<file path="config.mk">
export PLATFORM = sky130hd
export DESIGN_NAME = imem_loader_flat
export DESIGN_NICKNAME = d
export VERILOG_FILES = /design/src/rtl/imem_loader_if.sv /design/src/rtl/imem_loader.sv /design/src/flat_wrapper.sv
export SDC_FILE = /design/constraint.sdc
export NUM_CORES = 1
export LEC_CHECK = 0
export ABC_AREA = 1
export CAP_MARGIN = 40
export CORE_AREA = 8 8 102 76
export DETAILED_ROUTE_END_ITERATION = 16
export DIE_AREA = 0 0 110 84
export PLACE_DENSITY_LB_ADDON = 0.25
export SKIP_CTS_REPAIR_TIMING = 1
export SYNTH_ARGS = -nofsm -noshare
export SYNTH_HDL_FRONTEND = slang
export SYNTH_SLANG_ARGS = --single-unit
</file>
<file path="constraint.sdc">
create_clock -name clk -period 4.3 [get_ports clk]
set_clock_uncertainty 0.2 [all_clocks]
set_input_delay 0.645 -clock clk [delete_from_list [all_inputs] [get_ports clk]]
set_output_delay 0.645 -clock clk [all_outputs]
set_load 0.02 [all_outputs]
</file>
<file path="src/rtl/imem_loader_if.sv">
// Byte-stream input and instruction-memory write port of the boot loader.
// slave = loader side, master = stream source / memory side.
interface imem_loader_if #(
  parameter int ADDR_W = 5
);
  logic              s_valid;
  logic [7:0]        s_data;
  logic              s_ready;
  logic              wr_en;
  logic [ADDR_W-1:0] wr_addr;
  logic [31:0]       wr_data;

  modport master (output s_valid, s_data, input s_ready, wr_en, wr_addr, wr_data);
  modport slave  (input s_valid, s_data, output s_ready, wr_en, wr_addr, wr_data);
endinterface

</file>
<file path="src/rtl/imem_loader.sv">
// Boot-time instruction memory writer: header N, then 4N big-endian bytes.
// Optional IMEM_LOADER_CHECKSUM_EN adds a trailing XOR checksum byte (CHK state).
module imem_loader #(
  parameter int DEPTH  = 32,
  parameter int ADDR_W = 5
) (
  input  logic          clk,
  input  logic          rst,
  input  logic          start,
  imem_loader_if.slave  bus,
  output logic          core_rst,
  output logic          busy,
  output logic          done,
  output logic          err
);

`ifdef IMEM_LOADER_CHECKSUM_EN
  typedef enum logic [2:0] {IDLE, HDR, DATA, LAST, DONE, ERR, CHK} state_t;
  logic [7:0] csum;
`else
  typedef enum logic [2:0] {IDLE, HDR, DATA, LAST, DONE, ERR} state_t;
`endif

  state_t          state;
  logic [ADDR_W:0] n;
  logic [ADDR_W:0] idx;
  logic [ADDR_W:0] idx_inc;
  logic [1:0]      bcnt;
  logic [23:0]     acc;
  logic            accept;
  logic            hdr_bad;

  assign accept  = bus.s_valid & bus.s_ready;
  assign idx_inc = idx + {{ADDR_W{1'b0}}, 1'b1};
  assign hdr_bad = (bus.s_data == 8'd0) || (int'(bus.s_data) > DEPTH);

  always_ff @(posedge clk) begin
    if (rst) begin
      state       <= IDLE;
      bus.s_ready <= 1'b0;
      bus.wr_en   <= 1'b0;
      bus.wr_addr <= '0;
      bus.wr_data <= '0;
      core_rst    <= 1'b1;
      busy        <= 1'b0;
      done        <= 1'b0;
      err         <= 1'b0;
      n           <= '0;
      idx         <= '0;
      bcnt        <= '0;
      acc         <= '0;
`ifdef IMEM_LOADER_CHECKSUM_EN
      csum        <= '0;
`endif
    end else begin
      bus.wr_en <= 1'b0;
      case (state)
        IDLE, DONE, ERR: if (start) begin
          state       <= HDR;
          bus.s_ready <= 1'b1;
          busy        <= 1'b1;
          core_rst    <= 1'b1;
          done        <= 1'b0;
          err         <= 1'b0;
          idx         <= '0;
          bcnt        <= '0;
        end
        HDR: if (accept) begin
          if (hdr_bad) begin
            state       <= ERR;
            bus.s_ready <= 1'b0;
            busy        <= 1'b0;
            err         <= 1'b1;
          end else begin
            state <= DATA;
            n     <= bus.s_data[ADDR_W:0];
          end
`ifdef IMEM_LOADER_CHECKSUM_EN
          csum <= bus.s_data;
`endif
        end
        DATA: if (accept) begin
`ifdef IMEM_LOADER_CHECKSUM_EN
          csum <= csum ^ bus.s_data;
`endif
          if (bcnt == 2'd3) begin
            bus.wr_en   <= 1'b1;
            bus.wr_data <= {acc, bus.s_data};
            bus.wr_addr <= idx[ADDR_W-1:0];
            idx         <= idx_inc;
            bcnt        <= '0;
            if (idx_inc == n) begin
`ifdef IMEM_LOADER_CHECKSUM_EN
              state <= CHK;
`else
              // Stream closes here; the trailing cycle lets the last write land
              state       <= LAST;
              bus.s_ready <= 1'b0;
`endif
            end
          end else begin
            acc  <= {acc[15:0], bus.s_data};
            bcnt <= bcnt + 2'd1;
          end
        end
        LAST: begin
          state    <= DONE;
          busy     <= 1'b0;
          core_rst <= 1'b0;
          done     <= 1'b1;
        end
`ifdef IMEM_LOADER_CHECKSUM_EN
        // Earliest exit is one cycle after the final write strobe
        CHK: if (accept) begin
          bus.s_ready <= 1'b0;
          busy        <= 1'b0;
          if (bus.s_data == csum) begin
            state    <= DONE;
            core_rst <= 1'b0;
            done     <= 1'b1;
          end else begin
            state <= ERR;
            err   <= 1'b1;
          end
        end
`endif
        default: state <= IDLE;
      endcase
    end
  end

endmodule

</file>
<file path="src/flat_wrapper.sv">
// flat-port wrapper written by rule: the top's interface ports become plain ports
module imem_loader_flat 
#(
  parameter int DEPTH  = 32,
  parameter int ADDR_W = 5
)
  (clk, rst, start, core_rst, busy, done, err, bus_s_valid, bus_s_data, bus_s_ready, bus_wr_en, bus_wr_addr, bus_wr_data);
  imem_loader_if #(.ADDR_W(ADDR_W)) bus_i ();
  input  logic clk;
  input  logic rst;
  input  logic start;
  output logic core_rst;
  output logic busy;
  output logic done;
  output logic err;
  input wire logic [$bits(bus_i.s_valid)-1:0] bus_s_valid;
  input wire logic [$bits(bus_i.s_data)-1:0] bus_s_data;
  output wire logic [$bits(bus_i.s_ready)-1:0] bus_s_ready;
  output wire logic [$bits(bus_i.wr_en)-1:0] bus_wr_en;
  output wire logic [$bits(bus_i.wr_addr)-1:0] bus_wr_addr;
  output wire logic [$bits(bus_i.wr_data)-1:0] bus_wr_data;
  assign bus_i.s_valid = bus_s_valid;
  assign bus_i.s_data = bus_s_data;
  assign bus_s_ready = bus_i.s_ready;
  assign bus_wr_en = bus_i.wr_en;
  assign bus_wr_addr = bus_i.wr_addr;
  assign bus_wr_data = bus_i.wr_data;
  imem_loader #(.DEPTH(DEPTH), .ADDR_W(ADDR_W)) u_core (.clk(clk), .rst(rst), .start(start), .bus(bus_i), .core_rst(core_rst), .busy(busy), .done(done), .err(err));
endmodule
</file>
-- Yosys cells after proc, flatten, opt, wreduce, memory -nomap -nowiden
Index checks and enable logic that the tools add are counted.
- $add $sub $neg: 2
- bitwise gates (word level): 5
- $lt $le $gt $ge: 1
- reductions and logical operators: 20
- muxes and demuxes: 30
- equal/unequal tests: 13
- operators by type and width (operator ; number):
    2-to-1 mux 3 bit ; 6
    2-to-1 mux 6 bit ; 3
    one-hot mux 3 bit (4 select lines) ; 1
    one-hot mux 6 bit (2 select lines) ; 1
    AND reduction 3 bit ; 4
    AND reduction 4 bit ; 3
    2-to-1 mux 1 bit ; 10
    inequality test 2 x 1 -> 1 bit, second input constant ; 5
    > comparator 8 x 6 -> 1 bit, second input constant ; 1
    logical NOT 8 bit ; 1
    AND reduction 7 bit ; 1
    adder 6 x 1 -> 6 bit, second input constant ; 1
    equality test 3 x 2 -> 1 bit, second input constant ; 2
    equality test 3 bit, second input constant ; 2
    equality test 6 bit ; 1
    2-to-1 mux 2 bit ; 3
    one-hot mux 1 bit (2 select lines) ; 3
    one-hot mux 1 bit (3 select lines) ; 2
    nonzero test 2 bit ; 3
    nonzero test 3 bit ; 2
    OR reduction 3 bit ; 2
    AND reduction 5 bit ; 1
    NOT 1 bit ; 4
    one-hot mux 2 bit (2 select lines) ; 1
    8 further kinds ; 8
- bits in registers: 84
- output and inout port bits: 43
- word-level logic and storage cells: 84
- input port bits: 12

-- Longest topological paths before layout
- depth after elaboration: 6
- mapped depth: 13
- mapped depth without buffers: 13

-- Worst setup path before layout
OpenSTA, ideal clock, no wires.
- path type: in2reg
- from: input bus_s_data[6]
- to: register u_core.n[2]
- required time: 3981 ps
- stages on the path: 6
- slack: 2405 ps
- arrival: 1575 ps
- setup time: 119 ps
- cell sequence: or2_2 > a21oi_1 > nand4_1 > buf_2 > o21ai_0 > a21oi_1
- word-level cells in the longest chain between the ends: 4
- elaborated cells between the ends (all ways): 5
- RTL lines (element ; line ; RTL):
    start: declaration ; flat_wrapper.sv:17 ; input wire logic [$bits(bus_i.s_data)-1:0] bus_s_data;
    > comparator 8 x 6 -> 1 bit / logical NOT 8 bit (equally long branches) ; imem_loader.sv:35 ; assign hdr_bad = (bus.s_data == 8'd0) || (int'(bus.s_data) > DEPTH);
    logical OR 1 bit * ; imem_loader.sv:35 ;
    NOT 1 bit (no source line) * ; -- ;
    AND reduction 3 bit (no source line) * ; -- ;
    end signal: assignment ; imem_loader.sv:76 ; n <= bus.s_data[ADDR_W:0];
    end: declaration ; imem_loader.sv:25 ; logic [ADDR_W:0] n;
Every way passes the cells marked *; elsewhere a longest branch is shown, timed or not.
A chain may end at the register's enable or synchronous reset.

-- Worst setup path in the final report
- from: input bus_s_valid
- to: register u_core.bus.wr_data[4]
- word-level cells in the longest chain between the ends: 2
- RTL lines (element ; line ; RTL):
    start: declaration ; flat_wrapper.sv:16 ; input wire logic [$bits(bus_i.s_valid)-1:0] bus_s_valid;
    AND 1 bit ; imem_loader.sv:33 ; assign accept = bus.s_valid & bus.s_ready;
    AND reduction 3 bit (no source line) ; -- ;
    end signal: assignment ; imem_loader.sv:88 ; bus.wr_data <= {acc, bus.s_data};
    end: declaration ; imem_loader_if.sv:14 ; modport slave (input s_valid, s_data, output s_ready, wr_en, wr_addr, wr_data);
Every way passes these cells.

==> out/results.ini <==
[place]
dp_hpwl_um=5530
dpl_cell_area_um2=3900
placement.io_buffers=54
post-place-ws_ps=1350
place.gp.congestion=0.850

[routing]
drc_errors=0
drt-initial-drc-count=172
ant_nets=0
dr.pass1.iters=5
drt-wirelength-per-cell_um=13.6
vias=2994
vias_per_cell=5.16
wl_um=7890

[power_and_ir_drop]
p_per_area_nw_per_um2=362
pwr-share-comb=0.088
leakage_nw=1.70
seqPwrFrac=0.540
pwr-share-clk=0.371
p_int_mw=1.13
ir_worst_vdd_mv=0.240
swShare=0.237
p_sw_mw=0.351

[clocking]
cts.sinks=84
htree_levels=3
clk_pin_slew_ps=80
numCtsBuffers=9
tritoncts=built
cts_root_buf=clkbuf_8
cts_buffer_depth=2
clk_latency_ps=350

[timing]
tns_ps=0
slew-limit-headroom=0.538
min_period_over_period=0.600
finalHoldViolations=0
worst_slack_ps=1720
final_max_slew_viol_count=0
tightest_slew_ps=693
setup_viol=0
finalCriticalPeriod_ps=2580
fmax_ghz=0.388
rsz0062_at_grt=no

[cells_and_area]
post-route-util=0.671
area_growth_pct=20.6
nNetsFinal=513
layout_commonest_cell=nor2_1
drive_above_1_share=0.0598
final_cell_mix=nor2_1 (130), dfxtp_1 (84), o21ai_0 (70), clkdlybuf4s50_1 (54), nand2_1 (44)
n_antenna_cell=0
num-fill-cells=518
stdcell_area_um2=4090

[die]
ios=55
core_um2=6100
rows=24
dieArea_um2=9240
initial_core_util=0.557
die_w_um=110
die_h_um=84

[global_route]
antenna_found_initial=0
grt.total_usage=0.174
grt_max_degree=63
gr-total-overflow=0
grt_pass1_wl_um=13000
grt_pass1_vias=2659

[yosys]
syn_area_per_cell_um2=7.46
synth_cell_type_count=29
yosys.area.top_type=dfxtp_1
synth-warning-count=0
synth_top_area_share=0.496
ys_seq_area_frac=0.496
ys_ff_latch=84
synth_nets=469
synthesis.area_um2=3390
synth_cells=455
synth.area.top_cells=dfxtp_1 (50%), nor2_1 (14%), o21ai_0 (10%)

[setup_path]
critPathRequiredTime_ps=4370
rrSetupSlack_ps=1850
reg2reg_depth=6
critPathMaxFanout=44
cp.arrival_ps=2650
cp-end-kind=flop
start_kind=input port
crit_type=in -> reg

[flow_run]
drv_cap=0

[outcome]
status=finished, final reports clean

[min_path]
min_path_cells=2
min_path_type=reg -> reg

final timing paths:
| check | from | to |
|---|---|---|
| hold reg to reg | u_core.err$_SDFFE_PP0P_ | u_core.err$_SDFFE_PP0P_ |
| setup reg to reg | u_core.state[1]$_SDFFE_PP0P_ | u_core.bus.wr_data[4]$_SDFFE_PP0P_ |
| setup / recovery | bus_s_valid | u_core.bus.wr_data[4]$_SDFFE_PP0P_ |
| hold / removal | u_core.err$_SDFFE_PP0P_ | u_core.err$_SDFFE_PP0P_ |
cells in the mapped netlist, drive strengths merged:
cell / instances
buf: 11
ha: 2
or2: 2
o31ai: 1
nor3: 2
o32ai: 1
nand4: 10
dfxtp: 84
o21bai: 1
o211ai: 1
nand2: 46
a21oi: 23
nor2: 134
nand3: 18
inv: 35
clkbuf: 11
o21ai: 73
critical path: stages:
cell             delay [ps]
clkdlybuf4s50_1         460
nand2_1                  80
inv_1                   170
nand3_4                 320
inv_2                   640
o21ai_0                 160
a21oi_1                 140
power by group through the flow:
stage	Clock [mW]	Combinational, mW	Sequential (mW)
5_1_grt	0.596	0.148	0.803
2_1_floorplan	0	0.0826	0.824
3_3_place_gp	0	0.129	0.818
3_5_place_dp	0	0.131	0.819
6_report	0.551	0.131	0.801
4_1_cts	0.559	0.131	0.801
metal layers:
layer  wire length [µm]  track usage
met2               3340        0.242
met3                536       0.0687
met4                 79       0.0428
met5                  0            0
met1               3940        0.242
state kept, by name (all words and copies together) (netlist names), 2 cells and up:
name                flops
u_core.bus.wr_data     32
u_core.acc             24
u_core.idx              6
u_core.n                6
u_core.bus.wr_addr      5
u_core.state            3
u_core.bcnt             2
per-stage QoR:
stage / hold slack [ps] / total power, mW / instances
after floorplan: 244 / 0.906 / 455
after global placement: 235 / 0.947 / 566
after detailed placement: 249 / 0.950 / 566
after CTS: 263 / 1.49 / 580
after global routing: 291 / 1.55 / 580
final: 260 / 1.48 / 580
logic make-up (layout without fill, tap and decap cells):
kind of cell | after synthesis | count (layout) | share of synthesized area
buf+inv | 57 | 104 | 0.0793
simple gates | 212 | 212 | 0.264
compound gates | 100 | 100 | 0.154
fa+ha+maj | 2 | 2 | 0.00737
flops | 84 | 84 | 0.496
cell type report:
| cell class | instances | area, µm² | share of cell area |
|---|---|---|---|
| clock buffer | 12 | 155 | 0.0379 |
| clock inverter | 2 | 35.0 | 0.00856 |
| inverter | 35 | 131 | 0.0321 |
| multi-input combinational | 314 | 1440 | 0.353 |
| sequential | 84 | 1680 | 0.411 |
| tap | 78 | 97.6 | 0.0239 |
| timing repair buffer | 55 | 548 | 0.134 |
No activity file was read; power rests on OpenSTA's default activity.
